<file path="src/rtl/da_bit_serializer_if.sv">
// Sample handshake and bit-slice output bundle between a sample source and the DA serializer.
// The master side feeds samples; the slave side (the serializer) drives the slice outputs.
interface da_bit_serializer_if #(
    parameter int DATA_W = 16
);
    logic [DATA_W-1:0] sample_in;
    logic              sample_valid;
    logic              sample_ready;
    logic [3:0]        lut_addr0;
    logic [3:0]        lut_addr1;
    logic [3:0]        lut_addr2;
    logic [3:0]        lut_addr3;
    logic [3:0]        lut_addr4;
    logic [3:0]        lut_addr5;
    logic [3:0]        lut_addr6;
    logic [3:0]        lut_addr7;
    logic              slice_valid;
    logic              sign_slice;
    logic              last_slice;
    logic              frame_done;

    modport master (
        output sample_in, sample_valid,
        input  sample_ready, lut_addr0, lut_addr1, lut_addr2, lut_addr3,
               lut_addr4, lut_addr5, lut_addr6, lut_addr7,
               slice_valid, sign_slice, last_slice, frame_done
    );

    modport slave (
        input  sample_in, sample_valid,
        output sample_ready, lut_addr0, lut_addr1, lut_addr2, lut_addr3,
               lut_addr4, lut_addr5, lut_addr6, lut_addr7,
               slice_valid, sign_slice, last_slice, frame_done
    );
endinterface

</file>
<file path="src/rtl/da_bit_serializer.sv">
// Distributed-arithmetic front end: a 32-tap sample delay line read out MSB-first as
// bit-slices, one 4-bit LUT address per group of 4 taps.
//
// state | meaning
// IDLE  | ready for a sample; accept shifts the delay line and loads the bit counter
// SHIFT | one bit-slice per cycle, counter from DATA_W-1 down to 0
// DONE  | single-cycle frame_done pulse, then back to IDLE
module da_bit_serializer #(
    parameter int DATA_W = 16
) (
    input logic                clk3,
    input logic                reset,
    da_bit_serializer_if.slave bus
);
    localparam int TAPS   = 32;
    localparam int GROUPS = TAPS / 4;
    localparam int CNT_W  = (DATA_W > 1) ? $clog2(DATA_W) : 1;
    localparam logic [CNT_W-1:0] CNT_MAX = CNT_W'(DATA_W - 1);

    typedef enum logic [1:0] {
        IDLE  = 2'd0,
        SHIFT = 2'd1,
        DONE  = 2'd2
    } state_t;

    state_t            state_q, state_d;
    logic [CNT_W-1:0]  cnt_q, cnt_d;
    logic [DATA_W-1:0] tap_q [TAPS];
    logic              accept;
    logic [3:0]        addr [GROUPS];

    always_ff @(posedge clk3 or negedge reset) begin
        if (!reset) begin
            state_q <= IDLE;
            cnt_q   <= '0;
        end else begin
            state_q <= state_d;
            cnt_q   <= cnt_d;
        end
    end

    always_comb begin
        state_d = state_q;
        cnt_d   = cnt_q;
        accept  = 1'b0;
        case (state_q)
            IDLE: begin
                if (bus.sample_valid) begin
                    accept  = 1'b1;
                    state_d = SHIFT;
                    cnt_d   = CNT_MAX;
                end
            end
            SHIFT: begin
                if (cnt_q == '0) begin
                    state_d = DONE;
                end else begin
                    cnt_d = cnt_q - 1'b1;
                end
            end
            DONE:    state_d = IDLE;
            default: state_d = IDLE;
        endcase
    end

    // The delay line only moves on accept, so it stays stable for the whole frame.
    always_ff @(posedge clk3 or negedge reset) begin
        if (!reset) begin
            for (int i = 0; i < TAPS; i++) begin
                tap_q[i] <= '0;
            end
        end else if (accept) begin
            tap_q[0] <= bus.sample_in;
            for (int i = 1; i < TAPS; i++) begin
                tap_q[i] <= tap_q[i-1];
            end
        end
    end

    always_comb begin
        for (int g = 0; g < GROUPS; g++) begin
            addr[g] = 4'b0000;
            if (state_q == SHIFT) begin
                for (int j = 0; j < 4; j++) begin
                    addr[g][j] = tap_q[4*g+j][cnt_q];
                end
            end
        end
    end

    assign bus.lut_addr0    = addr[0];
    assign bus.lut_addr1    = addr[1];
    assign bus.lut_addr2    = addr[2];
    assign bus.lut_addr3    = addr[3];
    assign bus.lut_addr4    = addr[4];
    assign bus.lut_addr5    = addr[5];
    assign bus.lut_addr6    = addr[6];
    assign bus.lut_addr7    = addr[7];
    assign bus.sample_ready = (state_q == IDLE);
    assign bus.slice_valid  = (state_q == SHIFT);
    assign bus.sign_slice   = (state_q == SHIFT) && (cnt_q == CNT_MAX);
    assign bus.last_slice   = (state_q == SHIFT) && (cnt_q == '0);
    assign bus.frame_done   = (state_q == DONE);
endmodule

</file>
<file path="src/flat_wrapper.sv">
// flat-port wrapper written by rule: the top's interface ports become plain ports
module da_bit_serializer_flat 
#(
    parameter int DATA_W = 16
)
  (clk3, reset, bus_sample_in, bus_sample_valid, bus_sample_ready, bus_lut_addr0, bus_lut_addr1, bus_lut_addr2, bus_lut_addr3, bus_lut_addr4, bus_lut_addr5, bus_lut_addr6, bus_lut_addr7, bus_slice_valid, bus_sign_slice, bus_last_slice, bus_frame_done);
  da_bit_serializer_if #(.DATA_W(DATA_W)) bus_i ();
  input logic clk3;
  input logic reset;
  input wire logic [$bits(bus_i.sample_in)-1:0] bus_sample_in;
  input wire logic [$bits(bus_i.sample_valid)-1:0] bus_sample_valid;
  output wire logic [$bits(bus_i.sample_ready)-1:0] bus_sample_ready;
  output wire logic [$bits(bus_i.lut_addr0)-1:0] bus_lut_addr0;
  output wire logic [$bits(bus_i.lut_addr1)-1:0] bus_lut_addr1;
  output wire logic [$bits(bus_i.lut_addr2)-1:0] bus_lut_addr2;
  output wire logic [$bits(bus_i.lut_addr3)-1:0] bus_lut_addr3;
  output wire logic [$bits(bus_i.lut_addr4)-1:0] bus_lut_addr4;
  output wire logic [$bits(bus_i.lut_addr5)-1:0] bus_lut_addr5;
  output wire logic [$bits(bus_i.lut_addr6)-1:0] bus_lut_addr6;
  output wire logic [$bits(bus_i.lut_addr7)-1:0] bus_lut_addr7;
  output wire logic [$bits(bus_i.slice_valid)-1:0] bus_slice_valid;
  output wire logic [$bits(bus_i.sign_slice)-1:0] bus_sign_slice;
  output wire logic [$bits(bus_i.last_slice)-1:0] bus_last_slice;
  output wire logic [$bits(bus_i.frame_done)-1:0] bus_frame_done;
  assign bus_i.sample_in = bus_sample_in;
  assign bus_i.sample_valid = bus_sample_valid;
  assign bus_sample_ready = bus_i.sample_ready;
  assign bus_lut_addr0 = bus_i.lut_addr0;
  assign bus_lut_addr1 = bus_i.lut_addr1;
  assign bus_lut_addr2 = bus_i.lut_addr2;
  assign bus_lut_addr3 = bus_i.lut_addr3;
  assign bus_lut_addr4 = bus_i.lut_addr4;
  assign bus_lut_addr5 = bus_i.lut_addr5;
  assign bus_lut_addr6 = bus_i.lut_addr6;
  assign bus_lut_addr7 = bus_i.lut_addr7;
  assign bus_slice_valid = bus_i.slice_valid;
  assign bus_sign_slice = bus_i.sign_slice;
  assign bus_last_slice = bus_i.last_slice;
  assign bus_frame_done = bus_i.frame_done;
  da_bit_serializer #(.DATA_W(DATA_W)) u_core (.clk3(clk3), .reset(reset), .bus(bus_i));
endmodule
</file>
<file path="config.mk">
export PLATFORM = sky130hd
export DESIGN_NAME = da_bit_serializer_flat
export DESIGN_NICKNAME = d
export VERILOG_FILES = /design/src/rtl/da_bit_serializer_if.sv /design/src/rtl/da_bit_serializer.sv /design/src/flat_wrapper.sv
export SDC_FILE = /design/constraint.sdc
export NUM_CORES = 1
export LEC_CHECK = 0
export CAP_MARGIN = 10
export CORE_MARGIN = 10
export CORE_UTILIZATION = 50
export DETAILED_ROUTE_END_ITERATION = 8
export PLACE_DENSITY = 0.67
export SLEW_MARGIN = 20
export SYNTH_ARGS = -nofsm -noshare
export SYNTH_HDL_FRONTEND = slang
export SYNTH_SLANG_ARGS = --single-unit
</file>
<file path="constraint.sdc">
create_clock -name clk3 -period 2.5 [get_ports clk3]
set_clock_uncertainty 0.2 [all_clocks]
set_input_delay 0.625 -clock clk3 [delete_from_list [all_inputs] [get_ports clk3]]
set_output_delay 0.625 -clock clk3 [all_outputs]
set_load 0.02 [all_outputs]
</file>
# After elaboration in Yosys (flattened, before gate mapping)
# Index checks and enable logic that the tools add are counted.
[word_totals]
ff_bits = 518
inputBits = 19
output_inout_bits = 37
elab_cells = 129
[classes]
n_addsub = 1
magnitude_cmp = 1
eq_ne = 6
mux = 80
reduce_logical = 7
[op_table]
columns = ["op", "n"]
rows = [
  ["$bmux 1 s4", 32],
  ["$mux 4", 10],
  ["$mux 1", 34],
  ["$pmux 4 s2", 1],
  ["$lt 4x5->1 const B", 1],
  ["$eq 4x4->1 const B", 1],
  ["$logic_not 4->1", 1],
  ["$mux 2", 2],
  ["$ne 2x2->1 const B", 2],
  ["$pmux 2 s2", 1],
  ["$sub 4x1->4 const B", 1],
  ["$reduce_and 3->1", 1],
  ["$eq 2x1->1 const B", 1],
  ["$eq 2x2->1 const B", 1],
  ["$logic_and 1x1->1", 2],
  ["$logic_not 2->1", 1],
  ["$ne 2x1->1 const B", 1],
  ["$reduce_and 2->1", 1],
  ["$reduce_bool 2->1", 1],
]

# Logic depth before layout (Yosys ltp)
[logic_depth]
word_depth = 3
ltp_mapped = 9
ltp_nobuf = 6

# Least setup slack after synthesis
# Ideal clock, no wire load.
[synth_path]
kind = "reg2out"
from = "register u_core.cnt_q[1]"
to = "output bus_last_slice"
t_arrival_ps = 1747
path_slack_ps = -72
path_stages_with_launch = 7
path_cell_list = "dfrtp_1 -> buf_2 -> inv_1 -> clkbuf_1 -> ha_1 -> nand2b_1 -> nor3b_1"
[synth_between]
elab_chain_len = 2
[synth_lines]
columns = ["element", "line", "rtl"]
rows = [
  ["start: declaration", "da_bit_serializer.sv:27", "logic [CNT_W-1:0] cnt_q, cnt_d;"],
  ["start signal: assignment", "da_bit_serializer.sv:38", "cnt_q <= cnt_d;"],
  ["$logic_not 4->1", "da_bit_serializer.sv:102", "assign bus.last_slice = (state_q == SHIFT) && (cnt_q == '0);"],
  ["$logic_and 1x1->1", "da_bit_serializer.sv:102", ""],
  ["end: declaration", "flat_wrapper.sv:23", "output wire logic [$bits(bus_i.last_slice)-1:0] bus_last_slice;"],
]
# No other way between the ends.

# Worst setup path after layout
[layout_path]
from = "register u_core.cnt_q[0]"
to = "output bus_lut_addr3[3]"
[layout_between]
elab_chain_len = 3
[layout_lines]
columns = ["element", "line", "rtl"]
rows = [
  ["$bmux 1 s4", "da_bit_serializer.sv:85", "addr[g][j] = tap_q[4*g+j][cnt_q];"],
  ["$mux 1 (implied by the code)", "da_bit_serializer.sv:85", ""],
  ["$mux 4", "da_bit_serializer.sv:83", "if (state_q == SHIFT) begin"],
  ["end: declaration", "flat_wrapper.sv:16", "output wire logic [$bits(bus_i.lut_addr3)-1:0] bus_lut_addr3;"],
]
# No other way between the ends. The select of a mux whose other input is x is not followed.

==> metrics.txt <==
Compound-Gate Fraction of Synth Area 0.0415; synth warn 0; crit path kind flop to output pin; CTS buffer count 55; Total Routed Length 60800 um; switch share 0.352; clk_lat worst skew slightly above 0.6 ns; Post-DRT Antenna Nets 0; startpoint type of the worst setup path flop; Core Area 0.0468 mm2; area share of the largest cell type after synthesis 0.546; Buffers on Ports 55; simple logic cell fraction of the synthesized area 0.261; starting density of the core 0.507; Remaining DRCs 0; root buf cell clkbuf_16; area leader, netlist dfrtp_1; Iteration-0 DRC Markers around 1.5k; Die ar. between 0.05 and 0.06 mm2; global-route wire length before repair between 90000 and 100000 um; Setup WS post-layout -0.774 ns; Synth Area in Adders 0.00105; count leader, synth nand2_1; Worst Setup End Kind output pin; final setup violation count 34; router iterations before antenna repair 7; failing checks negative setup slack; Layout area overhead 22.3%; EDFF count, synth 0; Die Wd 238 um; setup slack, reg-to-reg ~0.13 ns; Die H around 240 um; Cells after Synth between 2k and 3k; Final Power 0.0311 W; top cells by area, synth dfrtp_1, nand2_1, mux2i_1, a22oi_1, mux4_2; worst hold path class input port to async pin; H-tree depth 2; largest family of logic cells by synthesized area simple AND/OR/NAND/NOR gates; Cell Area, Synth roughly 0.024 mm2; critical path's top delay family flip-flops; Critical Path RT about 1.7 ns; Final Util 0.621; clock sink count 518; most frequent CP cell buf_12; Int Pwr 0.0202 W; Ant. Diodes 0; initial antenna violation count 0; Final Hold Fails 0; critical path fanouts, max 6; vias in the first global route 19.1k; RSZ-0062 raised after global routing true; CP Cell Sequence buf_12 > buf_12 > mux4_2 > o211ai_1 > nand2_1 > buf_6; syn nets 2699; Flop pwr share 0.331; max cap viols 0; clock group share of total power 0.268; # nets final slightly below 3k; WP buf/inv 3; average size of a mapped cell a little under 9 um2; asr flop ratio synth 1.00; dpl hpwl 38300 um; row count just under 80; Final TNS setup -23.25 ns; placed cells roughly 3.4k; CTS tree done; most common library cells after synthesis nand2_1, dfrtp_1, mux2i_1; XOR/XNOR Fraction of Synth Area 0; pins over their slew limit 0; GP Congestion around 0.84; total I/O pin count 56; Synth Flop Type dfrtp_1; fin cells between 3k and 4k; PwrDens between 1000 and 1500 mW/mm2; combinational power share 0.401; mux contribution to synthesized area 0.112; Yosys reg bits 518; outcome finished, violations left; dpl ws -0.528 ns; clock buffer depth 3; Period minus WS final between 3 and 4 ns; post-synthesis sequential area ratio 0.546; Max IR drop VDD 0.000828 V; Worst-Margin Slew between 0.6 and 0.7 ns; GR Overflow Total 0; Sw Pwr between 0.01 and 0.015 W; vias per cell about 5.3; Max Fclk slightly above 0.3 GHz; largest net degree at the start of global routing between 100 and 150; CP max stage cell dfrtp_4; GRT Total Usage 0.214; Avg WL per Cell between 15 and 20 um; Vias about 19k; Worst path max stage delay ~0.52 ns; Arr. time, crit path between 2 and 2.5 ns; Synth cell types 34; leak pwr 16.1 nW; share of layout cells above drive strength 1 0.158; Final Cycle Share 1.31; clk slew on worst S/H paths 0.06 ns; Rel. slew slack 0.561
## cells in the final DEF (no fill, tap or decap), types with 3 or more instances in the layout
master,synthesis,layout
a22oi_1,96,92
a22oi_2,0,4
buf_12,0,49
buf_16,0,4
buf_2,75,10
buf_4,7,203
buf_6,13,33
buf_8,1,3
bufinv_16,0,4
clkbuf_1,65,15
clkbuf_16,0,60
clkbuf_8,0,14
clkdlybuf4s50_1,0,17
clkinv_2,0,5
dfrtp_1,518,516
mux2i_1,192,185
mux2i_2,0,7
mux4_2,32,32
nand2_1,1571,1565
nand2_2,0,5
nand2b_4,0,3
nand3_1,34,33
nor2b_4,0,3
o211ai_1,30,30
## area by class of cell
cell class / count / area (um2)
timing repair buffer: 327 / 3400
clock inverter: 13 / 178
multi-input combinational: 1983 / 10000
sequential: 518 / 13000
tap: 607 / 759
clock buffer: 86 / 1680
inverter: 2 / 15.0
fill: 3845 / 17700
## path summary, 6_finish.rpt
| kind | end | from | cells after the start |
|---|---|---|---|
| setup / recovery | bus_lut_addr3[3] | u_core.cnt_q[0] | 6 |
| hold / removal | u_core.tap_q[192] | reset | 2 |
| setup reg to reg | u_core.cnt_q[3] | u_core.cnt_q[0] | 11 |
| hold reg to reg | u_core.tap_q[10] | u_core.tap_q[10] | 2 |
| max in group asynchronous | u_core.tap_q[43] | reset | 3 |
| min in group clk3 | u_core.tap_q[10] | u_core.tap_q[10] | 2 |
## registers in the layout (all words and copies together), names as in the netlist
signal and flops:
u_core.tap_q 512, u_core.state_q 2, u_core.cnt_q 4
## worst register-to-register path: stages, from the launching register on
cell	delay, ns
dfrtp_4	0.52
buf_12	0.16
buf_8	0.13
buf_12	0.14
buf_8	0.13
inv_8	0.05
ha_4	0.14
nand2b_4	0.07
buf_6	0.12
o21ai_4	0.20
nor4_2	0.07
or3_1	0.31
## cells by family after synthesis
family	count (synthesis)
AND/OR/NAND/NOR	1624
flip-flops	518
multiplexers	225
buffers and inverters	177
AO/OA/AOI/OAI	132
adder cells (fa/ha/maj)	2
## power groups by stage
stage	Combinational [W]	Sequential, W	Clock (W)
final	0.0125	0.0103	0.00835
after global routing	0.0134	0.0104	0.00885
after CTS	0.0119	0.0103	0.00851
after detailed placement	0.0113	0.0104	0
after global placement	0.0112	0.0104	0
after floorplan	0.00667	0.0102	0
## metrics by stage
stage / cell area [um2] / hold WS, ns
CTS: 28800 / 0.228
detailed placement: 26500 / 0.262
global placement: 26500 / 0.256
global route: 29000 / 0.247
floorplan: 23700 / 0.129
finish: 29000 / 0.262
## routing by layer
layer	GRT usage	vias to the layer above	routed length (um)
met4	0.0697	0	1750
li1	-	9007	-
met5	0	-	0
met1	0.282	9295	26800
met2	0.355	388	29400
met3	0.0370	96	2880
## what timing repair did
item | CTS | global route
hold buffers | 1 | 0
setup endpoints to repair | 37 | 41
buffers inserted | 23 | 19
resized for setup | 216 | 42
cloned | 4 | 3
pin swaps | 22 | 36
hold endpoints to repair | 20 | 0
Note: power is estimated with default switching activity, not from simulation.
